## config.mk

```make
export PLATFORM = sky130hd
export DESIGN_NAME = rect_ascii_tx
export DESIGN_NICKNAME = d
export VERILOG_FILES = /design/src/rtl/rect_ascii_tx.sv
export SDC_FILE = /design/constraint.sdc
export NUM_CORES = 1
export LEC_CHECK = 0
export ABC_AREA = 1
export CAP_MARGIN = 10
export CORE_ASPECT_RATIO = 0.7
export CORE_MARGIN = 2
export CORE_UTILIZATION = 60
export CTS_CLUSTER_SIZE = 8
export DETAILED_ROUTE_END_ITERATION = 12
export PLACE_DENSITY = 0.87
export SLEW_MARGIN = 20
export SYNTH_ARGS = -nofsm -noshare
export SYNTH_HDL_FRONTEND = slang
export SYNTH_SLANG_ARGS = --single-unit
```

## constraint.sdc

```tcl
create_clock -name sys_clk -period 2.5 [get_ports sys_clk]
set_input_delay 0.75 -clock sys_clk [delete_from_list [all_inputs] [get_ports sys_clk]]
set_output_delay 0.75 -clock sys_clk [all_outputs]
set_load 0.1 [all_outputs]
```

## src/rtl/rect_ascii_tx.sv

```systemverilog
// Converts an (x,y,w,h) rectangle to a 12-byte ASCII decimal frame. Optional CR/LF trailer: RECT_ASCII_TX_CRLF_EN.
// First strobe follows a 1..19 cycle conversion; strobes are BYTE_CYC apart; start is ignored unless idle.
module rect_ascii_tx #(
  parameter int BYTE_CYC = 52080,
  parameter int CNT_W    = 16
) (
  input  logic       sys_clk,
  input  logic       sys_rst_n,
  input  logic       start,
  input  logic [9:0] x,
  input  logic [9:0] y,
  input  logic [9:0] w,
  input  logic [9:0] h,
  output logic [7:0] po_data,
  output logic       po_flag,
  output logic       busy,
  output logic       done
);

  localparam logic [2:0] IDLE = 3'd0;
  localparam logic [2:0] CONV = 3'd1;
  localparam logic [2:0] SEND = 3'd2;
  localparam logic [2:0] GAP  = 3'd3;
  localparam logic [2:0] FIN  = 3'd4;

`ifdef RECT_ASCII_TX_CRLF_EN
  localparam logic [3:0] LAST_IDX = 4'd13;
`else
  localparam logic [3:0] LAST_IDX = 4'd11;
`endif

  logic [2:0]       state;
  logic [9:0]       val   [4];
  logic [1:0]       phase [4];  // 0: hundreds, 1: tens, 2: finished
  logic [3:0]       dig   [12];
  logic [3:0]       idx;
  logic [3:0]       dig_sel;
  logic [CNT_W-1:0] gap_cnt;
  logic [7:0]       po_data_r;
  logic [7:0]       cur_byte;
  logic             conv_last;

  function automatic logic [9:0] sat(input logic [9:0] v);
    return (v > 10'd999) ? 10'd999 : v;
  endfunction

  // A field finishes in the current cycle once its residue drops below ten.
  always_comb begin
    conv_last = 1'b1;
    for (int i = 0; i < 4; i++) begin
      if (phase[i] != 2'd2 && val[i] >= 10'd10) conv_last = 1'b0;
    end
  end

  always_comb begin
    dig_sel  = (idx < 4'd12) ? idx : 4'd0;
    cur_byte = 8'h30 + {4'h0, dig[dig_sel]};
`ifdef RECT_ASCII_TX_CRLF_EN
    if (idx == 4'd12)      cur_byte = 8'h0D;
    else if (idx == 4'd13) cur_byte = 8'h0A;
`endif
  end

  always_ff @(posedge sys_clk) begin
    if (!sys_rst_n) begin
      state     <= IDLE;
      po_data_r <= 8'h00;
      gap_cnt   <= '0;
      idx       <= 4'd0;
      for (int i = 0; i < 12; i++) dig[i] <= 4'd0;
      for (int i = 0; i < 4; i++) begin
        val[i]   <= 10'd0;
        phase[i] <= 2'd0;
      end
    end else begin
      case (state)
        IDLE: begin
          if (start) begin
            val[0] <= sat(x);
            val[1] <= sat(y);
            val[2] <= sat(w);
            val[3] <= sat(h);
            for (int i = 0; i < 4; i++) phase[i] <= 2'd0;
            for (int i = 0; i < 12; i++) dig[i] <= 4'd0;
            state <= CONV;
          end
        end
        CONV: begin
          // The first tens step shares the cycle that ends the hundreds phase.
          for (int i = 0; i < 4; i++) begin
            if (phase[i] == 2'd0 && val[i] >= 10'd100) begin
              val[i]     <= val[i] - 10'd100;
              dig[3*i]   <= dig[3*i] + 4'd1;
            end else if (phase[i] != 2'd2 && val[i] >= 10'd10) begin
              val[i]     <= val[i] - 10'd10;
              dig[3*i+1] <= dig[3*i+1] + 4'd1;
              phase[i]   <= 2'd1;
            end else if (phase[i] != 2'd2) begin
              dig[3*i+2] <= val[i][3:0];
              phase[i]   <= 2'd2;
            end
          end
          if (conv_last) state <= SEND;
        end
        SEND: begin
          po_data_r <= cur_byte;
          gap_cnt   <= '0;
          state     <= GAP;
        end
        GAP: begin
          gap_cnt <= gap_cnt + CNT_W'(1);
          if (gap_cnt == CNT_W'(BYTE_CYC - 2)) begin
            if (idx == LAST_IDX) begin
              state <= FIN;
            end else begin
              idx   <= idx + 4'd1;
              state <= SEND;
            end
          end
        end
        FIN: begin
          idx   <= 4'd0;
          state <= IDLE;
        end
        default: state <= IDLE;
      endcase
    end
  end

  assign po_flag = (state == SEND);
  assign po_data = po_flag ? cur_byte : po_data_r;
  assign busy    = (state == CONV) || (state == SEND) || (state == GAP);
  assign done    = (state == FIN);

endmodule

```

==> results of run 1 <==
## cell usage in the layout, fill, tap and decap left out, types with 12 or more instances in the layout
| master | synthesis | final |
|---|---|---|
| a21oi_1 | 29 | 27 |
| buf_12 | 0 | 17 |
| buf_4 | 1 | 63 |
| clkbuf_16 | 0 | 20 |
| clkdlybuf4s50_1 | 0 | 42 |
| dfxtp_1 | 35 | 30 |
| edfxtp_1 | 92 | 92 |
| ha_1 | 32 | 32 |
| inv_1 | 135 | 128 |
| nand2_1 | 217 | 210 |
| nand3_1 | 76 | 74 |
| nand4_1 | 12 | 12 |
| nor2_1 | 153 | 138 |
| nor3_1 | 17 | 17 |
| o21ai_0 | 62 | 53 |
| xnor2_1 | 17 | 17 |
| xor2_1 | 41 | 41 |
## routing by layer
metal | GRT usage, % | vias up | part of all wire [%]
met5 | 0 | - | 0
met4 | 9.29 | 0 | 1.7
met3 | 7.89 | 58 | 10
met2 | 52.7 | 489 | 47
met1 | 42.2 | 3612 | 41
li1 | - | 3648 | -
## kinds of logic after synthesis
| group | count (synthesis) | synth area share, % |
|---|---|---|
| simple gates | 503 | 26.9 |
| flops | 127 | 43.0 |
| buf+inv | 171 | 8.40 |
| fa+ha+maj | 32 | 4.98 |
| xor+xnor | 58 | 6.31 |
| compound gates | 141 | 10.4 |
## worst min-delay path: stages, from the launching register on
cell	delay (ns)
dfxtp_1	0.29
inv_1	0.08
nor3_1	0.05
## cells in the mapped netlist, types with 3 or more instances
cell type  instances
a211oi_1           5
a21oi_1           29
a221oi_1           4
and3_1             3
buf_2              8
clkbuf_1          17
dfxtp_1           35
edfxtp_1          92
ha_1              32
inv_1            135
inv_2              5
nand2_1          217
nand3_1           76
nand3_2            4
nand3b_1           3
nand4_1           12
nor2_1           153
nor2_2             3
nor3_1            17
o2111ai_1          3
o211ai_1           7
o21ai_0           62
o21ai_1            5
o221ai_1           3
o22ai_1           13
or2_2              5
xnor2_1           17
xor2_1            41
## registers in the layout (all words and copies together) (netlist names)
register / count
dig: 48
gap_cnt: 16
idx: 4
phase: 8
po_data_r: 8
state: 3
val: 40
## worst min path at each step
stage                 startpoint      endpoint  slack (ns)  cells after the start
detailed placement  po_data_r[7]  po_data_r[7]        0.45                      2
finish              po_data_r[6]  po_data_r[6]        0.47                      2
CTS                 po_data_r[7]  po_data_r[7]        0.46                      2
global placement    po_data_r[4]  po_data_r[4]        0.44                      2
global route        po_data_r[4]  po_data_r[4]        0.51                      2
floorplan           po_data_r[4]  po_data_r[4]        0.44                      2
## power groups by stage
stage | sequential (mW) | clock (mW) | combinational [mW]
2_1_floorplan | 2.88 | 0 | 1.79
3_3_place_gp | 2.96 | 0 | 2.45
3_5_place_dp | 2.98 | 0 | 2.54
4_1_cts | 2.95 | 2.55 | 2.65
5_1_grt | 3.00 | 2.64 | 3.00
6_report | 2.97 | 2.56 | 2.77
## layout make-up
| type | instances | area, µm² | area share, % |
|---|---|---|---|
| tap | 166 | 208 | 2.04 |
| timing repair buffer | 126 | 1280 | 12.6 |
| sequential | 127 | 3470 | 34.1 |
| inverter | 142 | 536 | 5.27 |
| clock inverter | 10 | 93.8 | 0.923 |
| clock buffer | 22 | 519 | 5.11 |
| multi-input combinational | 734 | 4060 | 39.9 |
## what timing repair did
item | CTS | global route
gates resized for setup | 34 | 24
setup endpoints to repair | 24 | 48
pin swaps | 12 | 14
setup buffers | 2 | 7
==> results.md, run 1 <==
- Status: complete, but fails checks
- Violated checks: negative setup slack
- Final Cell Area: 0.0102 mm²
- Max-slew violation total from the final report: 0
- Synthesized instance count: 1032
- FF-to-FF Start: val[0][2]
- Post-layout min period: 2.79 ns
- CP Cell Sequence: inv_1 > nor2_4 > buf_6 > o21ai_2 > o22ai_2 > nand2_1 > nand2_1 > nor2_2 > nor2_4 > buf_12
- Final TNS setup: -1.08 ns
- Die height: 101 µm
- Pwr Density: 816 mW/mm²
- R2r setup slk: 0.08 ns
- Worst setup path endpoint: po_data[1]
- WP buf/inv: 3
- Fraction of the yosys area taken by sequential cells: 43.0%
- Routed WL: 22.3 mm
- CP required: 1.75 ns
- Seq pwr share: 35.8%
- Nets: 1223
- CP delay by family, top: simple AND/OR/NAND/NOR gates
- Starting DRC count in detailed routing: 917
- # DRC: 0
- Number of flops mapped to enable cells by yosys: 92
- Yosys top cell by area: edfxtp_1
- Post-Place Cells: 1286
- Vias in the first global route: 7475
- Flops & latches, synth: 127
- Place WS: -0.198 ns
- Worst Tran Pin Value: 0.502 ns
- Post-cts hold buffer count: 0
- RR Endpoint: val[0][13]
- GPL Wtd Cong: 0.938
- Crit. End Element: primary output
- Clock Skew: 0.00987 ns
- Synthesized Nets: 1107
- Fmax: 358 MHz
- Die footprint: 0.0144 mm²
- Gr usage total: 31.9%
- Internal power: 5.28 mW
- First-pass GRT wire length: 35.9 mm
- Crit-path max FO: 7
- Antenna Cells: 0
- Avg Inst Size Synth: 7.80 µm²
- Grt total ovfl: 0
- Clock power frac: 30.8%
- Routed WL per cell: 16.8 µm
- Cell count of the worst reg-to-reg path: 11
- Share of the synthesized area in the top cell type: 34.3%
- Combinational share of power: 33.4%
- Switching power: 3.02 mW
- Peak VDD IR: 601 µV
- Via count: 7807
- Critical Path AT: 2.04 ns
- Initial antenna violation count: 0
- CTS tree: yes
- Core Util, Final: 77.4%
- Synth cell types: 50
- Cell Rows: 35
- First-pass detailed-route iteration total: 7
- Core Footprint: 0.0131 mm²
- PortBufs: 53
- Slowest cell delay on critical path: 0.35 ns
- Total Power: 8.30 mW
- H-tree levels: 4
- Die X-Extent: 142 µm
- Hold Crit Class: flip-flop to flip-flop
- Sw frac: 36.4%
- Leak: 4.48 nW
- Crit-path slowest cell: dfxtp_2
- DP Area: 0.00935 mm²
- Final WS setup: -0.290 ns
- HPWL Detailed: 15.1 mm
- Largest net degree at the start of global routing: 22
- Tcrit/Tclk final: 112%
- Final Hold Vio Count: 0
- Layout area overhead: 26.3%
- Unrepaired setup endpoints after global routing: true
- Crit Path Class: flip-flop to primary output
- Sink Count: 127
- Detail Route Antenna Nets: 0
- Top FF cell, synth: edfxtp_1
- Setup-failing EPs final: 4
- Clk root buf: clkbuf_16
- Ratio of cells with drive above 1 in the final layout: 16.4%
- Worst path depth: 10
- Clock Latency Late Sink: 0.43 ns
- Top cells by area, synth: edfxtp_1 34%, nand2_1 10%, dfxtp_1 8.7%, nor2_1 7.1%, inv_1 6.3%
- Final hold slack: 0.472 ns
- Slew HR: 66.2%
- Critical Path Start Type: flip-flop
- Reg clk slew, reported paths: 0.06 ns
- Mapped cell area: 0.00805 mm²
- Clock Path Buffers: 2
- CP startpoint: idx[1]
- IO Pins: 54
- Post-synth ARST share: 0%
- Number of synthesis warnings: 0
- Initial core utilization: 61.2%
- Fill cells: 814
- Vias per inst: 5.88
- Maxcap violations: 0
- Number of CTS-inserted buffers: 17
- Non-filler instance count after layout: 1327
(Power assumes the default switching activity.)
==> inputs of run 2 (changes only) <==
- SKIP_CTS_REPAIR_TIMING: not set -> 1
==> run 2 against run 1 <==
The run still ends with negative setup slack left; wire length is 3.4% higher; sequential power hardly changed; non-clock buffer count is 1 lower; die area stayed put; global-route usage is 0.65 points lower; worst setup slack worse by 0.087 ns; sequential cell count stayed put; count of clock-buffer cells in the layout stayed put.
==> results.md, run 2 (synthesis gave the netlist of run 1 again) <==
- Commonest cells after routing, fill and taps aside: 210 x nand2_1, 138 x nor2_1, 127 x inv_1
- Routed WL: 23.1 mm (+3.4%)
- HPWL Detailed: 15.1 mm (unchanged)
- Commonest non-fill, non-tap cell in the layout: nand2_1
- Gr usage total: 31.3% (-0.65 points)
- Die footprint: 0.0144 mm² (unchanged)
- R2r setup slk: 0.11 ns (+0.03 ns)
- CP required: 1.75 ns (about the same)
- Place WS: -0.198 ns (unchanged)
- Die X-Extent: 142 µm (unchanged)
- CTS tree: yes
- Nets: 1223 (unchanged)
- IO Pins: 54 (unchanged)
- Starting DRC count in detailed routing: 1042 (+14%)
- Crit-path max FO: 7 (unchanged)
- Die height: 101 µm (unchanged)
- Detail Route Antenna Nets: 0 (unchanged)
- Final Hold Vio Count: 0 (unchanged)
- FF-to-FF Start: val[0][2]
- Maxcap violations: 0 (unchanged)
- Vias per inst: 6.00 (+2.0%)
- Post-layout min period: 2.88 ns (+0.0871 ns)
- Ratio of cells with drive above 1 in the final layout: 16.4% (unchanged)
- Fmax: 348 MHz (-3.0%)
- Tcrit/Tclk final: 115% (+3.5 points)
- Cell Rows: 35 (unchanged)
- Pwr Density: 814 mW/mm² (-0.27%)
- Reg clk slew, reported paths: 0.06 ns (about the same)
- GPL Wtd Cong: 0.938 (unchanged)
- Cell count of the worst reg-to-reg path: 11 (unchanged)
- Initial core utilization: 61.2% (unchanged)
- Setup-failing EPs final: 4 (unchanged)
- First-pass GRT wire length: 35.1 mm (-2.1%)
- Violated checks: negative setup slack
- First-pass detailed-route iteration total: 6 (-1)
- Final hold slack: 0.460 ns (-0.0117 ns)
- Core Footprint: 0.0131 mm² (unchanged)
- Vias in the first global route: 7373 (-1.4%)
- Worst setup path endpoint: po_data[0]
- Worst Hold Depth: 2 (unchanged)
- Clock Path Buffers: 2 (unchanged)
- Max reg flops: 48 (unchanged)
- Hold Crit Class: flip-flop to flip-flop
- Unrepaired setup endpoints after global routing: true
- Routed WL per cell: 17.4 µm (+3.4%)
- Clock Latency Late Sink: 0.43 ns (about the same)
- Initial antenna violation count: 0 (unchanged)
- Slew HR: 65.4% (-0.83 points)
- Largest net degree at the start of global routing: 22 (unchanged)
- Top Registers: dig: 48 flops, val: 40 flops, gap_cnt: 16 flops
- Leak: 4.49 nW (+0.22%)
- Crit. End Element: primary output
- Critical Path Start Type: flip-flop
- Grt total ovfl: 0 (unchanged)
- Worst Tran Pin Value: 0.515 ns (+0.0123 ns)
- Antenna Cells: 0 (unchanged)
- Layout area overhead: 27.1%
- Max-slew violation total from the final report: 0 (unchanged)
- CP startpoint: idx[3]
- Area of the multi-input gates: 0.00411 mm² (+1.3%)
- # DRC: 0 (unchanged)
- Register bank with the most flops: dig
- Critical Path AT: 2.13 ns (+0.09 ns)
- PortBufs: 53 (unchanged)
- Sequential cell area: 0.00347 mm² (about the same)
- Clk root buf: clkbuf_16
- Sink Count: 127 (unchanged)
- Peak VDD IR: 578 µV (-3.8%)
- Status: complete, but fails checks
- Via count: 7966 (+2.0%)
- Final WS setup: -0.377 ns (-0.0871 ns)
- Number of CTS-inserted buffers: 17 (unchanged)
- RR Endpoint: val[0][13]
- Crit Path Class: flip-flop to primary output
- Fill cells: 783 (-3.8%)
- Clock Skew: 0.00818 ns (-0.00169 ns)
- H-tree levels: 4 (unchanged)
-- run 2: changes by cell type in the layout (fill, tap and decap cells not counted), sizes merged --
cell,before,now
inv,144,143
buf,84,83
clkinvlp,0,2
-- run 2: critical path: stages, from the launching register on --
cell and delay (ns):
dfxtp_4 0.36, nand2_4 0.09, inv_2 0.05, nor2_4 0.17, buf_8 0.18, o21ai_2 0.07
o22ai_1 0.20, nand2_1 0.10, nand2_2 0.13, nor2_4 0.06, nor2_4 0.10, buf_12 0.18
-- run 2: layer usage --
metal  GRT usage, %  part of all wire [%]
met5              0                     0
met4           10.4                   2.5
met2           51.0                    47
met1           41.3                    40
met3           7.70                    11
-- run 2: per-stage QoR --
stage	utilization [%]	cell area, µm²	TNS, ns	cells	total power [mW]
after global routing	77.9	10200	-1.64	1327	8.67
final	77.9	10200	-1.36	1327	8.33
after detailed placement	71.1	9350	-6.39	1286	5.52
after floorplan	-	8100	0	1032	4.68
after global placement	71.1	9350	-2.64	1286	5.42
after CTS	75.8	9960	-2.54	1318	8.12
-- run 2: worst min path at each step --
stage | start | endpoint | slack (ns)
after floorplan | po_data_r[4] | po_data_r[4] | 0.44
after global placement | po_data_r[4] | po_data_r[4] | 0.44
after detailed placement | po_data_r[7] | po_data_r[7] | 0.45
after CTS | po_data_r[7] | po_data_r[7] | 0.46
after global routing | po_data_r[4] | po_data_r[4] | 0.49
final | po_data_r[7] | po_data_r[7] | 0.46
-- run 2: power breakdown --
group / switching [mW] / total [mW] / internal [mW]
registers: 0.331 / 2.98 / 2.64
clock network: 0.975 / 2.56 / 1.58
logic: 1.74 / 2.80 / 1.06
-- run 2: final cells by class --
type	count	share of cell area, %
multi-input combinational	734	40.2
sequential	127	33.9
timing repair buffer	125	12.5
inverter	142	5.27
clock buffer	22	5.08
tap	166	2.03
clock inverter	10	0.917
timing repair inverter	1	0.0734
